===== config.mk =====
export PLATFORM = sky130hd
export DESIGN_NAME = button_conditioner_flat
export DESIGN_NICKNAME = d
export VERILOG_FILES = /design/src/rtl/button_conditioner_if.sv /design/src/rtl/button_conditioner.sv /design/src/flat_wrapper.sv
export SDC_FILE = /design/constraint.sdc
export NUM_CORES = 1
export LEC_CHECK = 0
export ABC_AREA = 1
export CAP_MARGIN = 20
export CELL_PAD_IN_SITES_DETAIL_PLACEMENT = 1
export CELL_PAD_IN_SITES_GLOBAL_PLACEMENT = 2
export CORE_AREA = 8 8 60 62
export CTS_CLUSTER_DIAMETER = 50
export DETAILED_ROUTE_END_ITERATION = 10
export DIE_AREA = 0 0 68 70
export PLACE_DENSITY = 0.69
export SETUP_SLACK_MARGIN = 0.4
export SLEW_MARGIN = 10
export SYNTH_ARGS = -nofsm -noshare
export SYNTH_HDL_FRONTEND = slang
export SYNTH_SLANG_ARGS = --single-unit

===== constraint.sdc =====
create_clock -name clk -period 1.1 [get_ports clk]
set_input_delay 0.22 -clock clk [delete_from_list [all_inputs] [get_ports clk]]
set_output_delay 0.22 -clock clk [all_outputs]
set_load 0.1 [all_outputs]

===== src/rtl/button_conditioner_if.sv =====
// Button conditioner signal bundle.
// The master side drives the raw pin and consumes the conditioned outputs.
// The slave side is the conditioner itself.
interface button_conditioner_if;
    logic btn_raw;
    logic btn_level;
    logic press_pulse;
    logic release_pulse;

    modport master (
        output btn_raw,
        input  btn_level,
        input  press_pulse,
        input  release_pulse
    );

    modport slave (
        input  btn_raw,
        output btn_level,
        output press_pulse,
        output release_pulse
    );
endinterface


===== src/rtl/button_conditioner.sv =====
// Push-button conditioner: two-flop synchronizer followed by a four-state
// debounce FSM. It produces a debounced level plus one-cycle press and
// release strobes.
// Optional auto-repeat of press_pulse while the button is held is enabled by
// defining BUTTON_CONDITIONER_AUTO_REPEAT_EN.
module button_conditioner #(
    parameter int unsigned CLK_FREQ    = 6000,
    parameter int unsigned DEBOUNCE_MS = 20,
    parameter int unsigned HOLD_MS     = 500,
    parameter int unsigned REPEAT_MS   = 200
) (
    input  logic                  clk,
    input  logic                  reset,
    button_conditioner_if.slave   btn
);

    localparam int unsigned DB_RAW    = CLK_FREQ * DEBOUNCE_MS / 1000;
    localparam int unsigned DB_CYCLES = (DB_RAW < 1) ? 1 : DB_RAW;

`ifdef BUTTON_CONDITIONER_AUTO_REPEAT_EN
    localparam int unsigned HOLD_RAW    = CLK_FREQ * HOLD_MS / 1000;
    localparam int unsigned HOLD_CYCLES = (HOLD_RAW < 1) ? 1 : HOLD_RAW;
    localparam int unsigned RPT_RAW     = CLK_FREQ * REPEAT_MS / 1000;
    localparam int unsigned RPT_CYCLES  = (RPT_RAW < 1) ? 1 : RPT_RAW;
    localparam int unsigned MAX_HR      = (HOLD_CYCLES > RPT_CYCLES) ? HOLD_CYCLES : RPT_CYCLES;
    localparam int unsigned CNT_MAX     = (MAX_HR > DB_CYCLES) ? MAX_HR : DB_CYCLES;
`else
    localparam int unsigned CNT_MAX     = DB_CYCLES;
`endif

    localparam int unsigned CNT_W = $clog2(CNT_MAX + 1);

    localparam logic [CNT_W-1:0] DB_LIMIT = CNT_W'(DB_CYCLES);
    localparam logic [CNT_W-1:0] CNT_ONE  = CNT_W'(1);

`ifdef BUTTON_CONDITIONER_AUTO_REPEAT_EN
    localparam logic [CNT_W-1:0] HOLD_LIMIT = CNT_W'(HOLD_CYCLES);
    localparam logic [CNT_W-1:0] RPT_LIMIT  = CNT_W'(RPT_CYCLES);
`endif

    typedef enum logic [1:0] {
        STABLE_LO = 2'd0,
        CHK_HI    = 2'd1,
        STABLE_HI = 2'd2,
        CHK_LO    = 2'd3
    } state_t;

    logic             sync1;
    logic             sync2;
    state_t           state;
    logic [CNT_W-1:0] cnt;
    logic             level_q;
    logic             press_q;
    logic             release_q;

`ifdef BUTTON_CONDITIONER_AUTO_REPEAT_EN
    logic [CNT_W-1:0] rpt_cnt;
    logic [CNT_W-1:0] rpt_next;
    logic             hold_done;
`endif

    assign btn.btn_level     = level_q;
    assign btn.press_pulse   = press_q;
    assign btn.release_pulse = release_q;

    // Bring the asynchronous pin into the clk domain.
    always_ff @(posedge clk) begin
        if (reset) begin
            sync1 <= 1'b0;
            sync2 <= 1'b0;
        end else begin
            sync1 <= btn.btn_raw;
            sync2 <= sync1;
        end
    end

`ifdef BUTTON_CONDITIONER_AUTO_REPEAT_EN
    // Next value of the repeat counter while the button is held.
    always_comb begin
        rpt_next = rpt_cnt + CNT_ONE;
    end
`endif

    // Debounce FSM with registered level and strobe outputs.
    always_ff @(posedge clk) begin
        if (reset) begin
            state     <= STABLE_LO;
            cnt       <= '0;
            level_q   <= 1'b0;
            press_q   <= 1'b0;
            release_q <= 1'b0;
`ifdef BUTTON_CONDITIONER_AUTO_REPEAT_EN
            rpt_cnt   <= '0;
            hold_done <= 1'b0;
`endif
        end else begin
            press_q   <= 1'b0;
            release_q <= 1'b0;
            case (state)
                STABLE_LO: begin
                    if (sync2) begin
                        state <= CHK_HI;
                        cnt   <= CNT_ONE;
                    end
                end

                CHK_HI: begin
                    if (!sync2) begin
                        state <= STABLE_LO;
                        cnt   <= '0;
                    end else if (cnt == DB_LIMIT) begin
                        state   <= STABLE_HI;
                        cnt     <= '0;
                        level_q <= 1'b1;
                        press_q <= 1'b1;
`ifdef BUTTON_CONDITIONER_AUTO_REPEAT_EN
                        rpt_cnt   <= '0;
                        hold_done <= 1'b0;
`endif
                    end else begin
                        cnt <= cnt + CNT_ONE;
                    end
                end

                STABLE_HI: begin
                    if (!sync2) begin
                        // Leaving for CHK_LO freezes the repeat counter.
                        state <= CHK_LO;
                        cnt   <= CNT_ONE;
                    end
`ifdef BUTTON_CONDITIONER_AUTO_REPEAT_EN
                    else if (!hold_done && rpt_next == HOLD_LIMIT) begin
                        press_q   <= 1'b1;
                        rpt_cnt   <= '0;
                        hold_done <= 1'b1;
                    end else if (hold_done && rpt_next == RPT_LIMIT) begin
                        press_q <= 1'b1;
                        rpt_cnt <= '0;
                    end else begin
                        rpt_cnt <= rpt_next;
                    end
`endif
                end

                CHK_LO: begin
                    if (sync2) begin
                        // Low glitch rejected; repeat timing resumes where it stopped.
                        state <= STABLE_HI;
                        cnt   <= '0;
                    end else if (cnt == DB_LIMIT) begin
                        state     <= STABLE_LO;
                        cnt       <= '0;
                        level_q   <= 1'b0;
                        release_q <= 1'b1;
`ifdef BUTTON_CONDITIONER_AUTO_REPEAT_EN
                        rpt_cnt   <= '0;
                        hold_done <= 1'b0;
`endif
                    end else begin
                        cnt <= cnt + CNT_ONE;
                    end
                end

                default: begin
                    state <= STABLE_LO;
                    cnt   <= '0;
                end
            endcase
        end
    end

endmodule


===== src/flat_wrapper.sv =====
// flat-port wrapper written by rule: the top's interface ports become plain ports
module button_conditioner_flat 
#(
    parameter int unsigned CLK_FREQ    = 6000,
    parameter int unsigned DEBOUNCE_MS = 20,
    parameter int unsigned HOLD_MS     = 500,
    parameter int unsigned REPEAT_MS   = 200
)
  (clk, reset, btn_btn_raw, btn_btn_level, btn_press_pulse, btn_release_pulse);
  button_conditioner_if btn_i ();
  input  logic clk;
  input  logic reset;
  input wire logic [$bits(btn_i.btn_raw)-1:0] btn_btn_raw;
  output wire logic [$bits(btn_i.btn_level)-1:0] btn_btn_level;
  output wire logic [$bits(btn_i.press_pulse)-1:0] btn_press_pulse;
  output wire logic [$bits(btn_i.release_pulse)-1:0] btn_release_pulse;
  assign btn_i.btn_raw = btn_btn_raw;
  assign btn_btn_level = btn_i.btn_level;
  assign btn_press_pulse = btn_i.press_pulse;
  assign btn_release_pulse = btn_i.release_pulse;
  button_conditioner #(.CLK_FREQ(CLK_FREQ), .DEBOUNCE_MS(DEBOUNCE_MS), .HOLD_MS(HOLD_MS), .REPEAT_MS(REPEAT_MS)) u_core (.clk(clk), .reset(reset), .btn(btn_i));
endmodule

==> out/qor.txt <==
Outcome: complete, but fails checks
Failing checks: setup timing
Power consumption: 971 µW
Startpoint types: register
Worst Hold Class: reg2reg
Aggregate routed wire length: 1.90 mm
H-tree depth: 1
Final hold slack: 0.406 ns
Vias per cell: 4.47
Die area: 4760 µm²
Post-synth top area share: 0.406
CTS tree: done
GRT Total Usage: 0.0914
# IOs: 6
TritonCTS buffer count: 3
CP Capture Type: register
Avg Inst Size Synth: 6.98 µm²
Final worst slack: -0.0657 ns
Residual DRC count: 0
Largest net degree at the start of global routing: 9
FP Rows: 19
Worst-Skew Late Latency: 0.29 ns
Post-Syn Nets: 104
Share of layout cells above drive strength 1: 0.413
FF-to-FF Start: u_core.cnt[0]
Critical Path Start: u_core.cnt[0]
Initial Util: 0.259
Tcrit/Tclk final: 1.06
Dominant cell type by area after synthesis: dfxtp_1
Cell Pwr Density: 940 nW/µm²
Nets: 132
ANT cells: 0
Unique masters post-synth: 19
Area contributors post-synth: dfxtp_1 (41%), nand2_1 (17%), inv_1 (7.6%)
Dpl hpwl: 1.53 mm
R2r worst-path depth: 8
WP data required: 1.28 ns
Post-route cell area: 1030 µm²
IO buf count: 5
MaxCap Viol Count: 0
Slew headroom: 0.858
Vias in the first global route: 757
Die Y: 70 µm
Fmax achieved: 858 MHz
Max Buffers Root-to-Sink: 2
Worst-Margin Slew: 0.211 ns
Worst Path Arrival: 1.35 ns
Via count: 702
Worst vdd ir: 746 µV
Area growth syn-to-layout: 49.5%
Placer Congestion: 0.757
Post-route antenna net violation count: 0
First drt pass iteration count: 4
Max-slew violations: 0
Final Hold Fails: 0
Critical R2R Capture: u_core.btn.btn_level
Routed wire per std cell: 12.1 µm
Setup violations, final: 8
Most frequent cell on the critical path: nor2_1
Placed Area: 957 µm²
CP max stage cell: dfxtp_2
Final min period: 1.17 ns
Max incr delay on CP: 0.35 ns
Initial DRC Count: 12
Worst Hold Launch: u_core.sync1
Crit Path Class: reg2reg
Horiz. Die Dim: 68 µm
Synthesis Warnings: 0
Seq/Total Area, Yosys: 0.406
Core area: 2660 µm²
Clock sink count: 14
Setup slack, reg-to-reg: -0.07 ns
Cell area after synthesis: 691 µm²
Clk_skew: 0.00321 ns
Leakage: 0.000403 µW
Grt ovf: 0
End point of the worst hold path: u_core.sync2
Worst Hold Path Cells: 2
Synthesized flop and latch total: 14
CP Max Fanout: 3
First-pass GRT wire length: 3.36 mm
Clock root cell: clkbuf_4
Post-Syn Instances: 99
Initial antenna violation count: 0
RSZ-0062 raised after global routing: true
Worst path cell trace: inv_2 > ha_4 > buf_4 > nand2_2 > nor2_1 > nand2_1 > nor2_1 > o22ai_1
CTS Hold Bufs: 0
Clk pin slew, worst setup/hold paths: 0.09 ns
Yosys cell counts:
| cell type | number |
|---|---|
| a21oi_1 | 6 |
| nor3_1 | 1 |
| dfxtp_1 | 14 |
| nand3_2 | 2 |
| nor2_2 | 1 |
| nand3_1 | 5 |
| nand4_1 | 2 |
| nor2_4 | 2 |
| inv_2 | 1 |
| a21oi_2 | 1 |
| nor2_1 | 10 |
| ha_1 | 2 |
| o22ai_1 | 1 |
| nand2_1 | 31 |
| nand2_2 | 2 |
| buf_6 | 1 |
| o21ai_1 | 1 |
| inv_1 | 14 |
| o21ai_0 | 2 |
repair_timing:
| item | CTS | global route |
|---|---|---|
| resized for setup | 3 | 6 |
| pin swaps | 7 | 3 |
| setup buffers | 2 | 0 |
| endpoints found under the setup margin | 15 | 15 |
| endpoints found under the hold margin | 0 | 0 |
state kept, by name (all words and copies together), names as in the netlist, named ones only:
signal and cells:
u_core.btn.press_pulse 1, u_core.sync1 1, u_core.btn.btn_level 1, u_core.sync2 1
u_core.btn.release_pulse 1, u_core.state 1, u_core.cnt 7
cells in the final DEF (no fill, tap or decap), types with 2 or more instances in the layout:
cell and instances:
o21ai_0 2, nor2_2 2, nor2_4 2, nand2_1 30, clkbuf_4 3, dfxtp_4 3, nand2_2 3, nand3_1 4
inv_2 4, buf_4 19, a21oi_1 4, dfxtp_1 6, nand4_1 2, buf_12 3, nor2_1 9, clkdlybuf4s50_1 2
dfxtp_2 5, inv_1 11, nand3_2 2, a21oi_2 3
how the worst max path moves through the flow:
| stage | end | depth (start not counted) |
|---|---|---|
| floorplan | register | 7 |
| global placement | u_core.cnt[3] | 5 |
| detailed placement | u_core.btn.release_pulse | 5 |
| CTS | register | 7 |
| global route | u_core.cnt[1] | 7 |
| finish | u_core.btn.btn_level | 8 |
cell families after synthesis:
kind of cell,synth area share
adder cells (fa/ha/maj),0.0362
AO/OA/AOI/OAI,0.0870
AND/OR/NAND/NOR,0.373
flip-flops,0.406
buffers and inverters,0.0978
where the power goes:
part	switching (µW)	internal (µW)
Combinational	34.2	43.7
Clock	179	202
Sequential	5.92	506
per-stage QoR:
step,cells,util,TNS [ns],setup slack (ns)
after floorplan,99,-,0,0.0311
after global placement,151,0.359,-0.467,-0.0590
after detailed placement,151,0.359,-0.771,-0.0977
after CTS,157,0.380,-0.346,-0.0497
after global routing,157,0.388,-0.982,-0.126
final,157,0.388,-0.269,-0.0657
per-layer routing:
| layer | share of wire | vias to the layer above | global-route usage |
|---|---|---|---|
| met3 | 0.035 | 5 | 0.0383 |
| met5 | 0 | - | 0 |
| li1 | - | 362 | - |
| met1 | 0.44 | 325 | 0.103 |
| met2 | 0.52 | 10 | 0.152 |
| met4 | 0.011 | 0 | 0.0205 |
worst max-delay path, delay by kind of cell, from the launching register on:
kind	cells	cell delay, ns
adders and majority gates	1	0.14
buffers and inverters	2	0.18
and+or+nand+nor	4	0.31
AOI/OAI and AO/OA	1	0.06
DFF	1	0.35
cell type report:
class / instances / area, µm²
Sequential cell: 14 / 298
Tap cell: 31 / 38.8
Fill cell: 346 / 1630
Inverter: 15 / 56.3
Multi-Input combinational cell: 69 / 380
Timing Repair Buffer: 24 / 223
Clock buffer: 4 / 36.3
No activity file was read; power rests on OpenSTA's default activity.
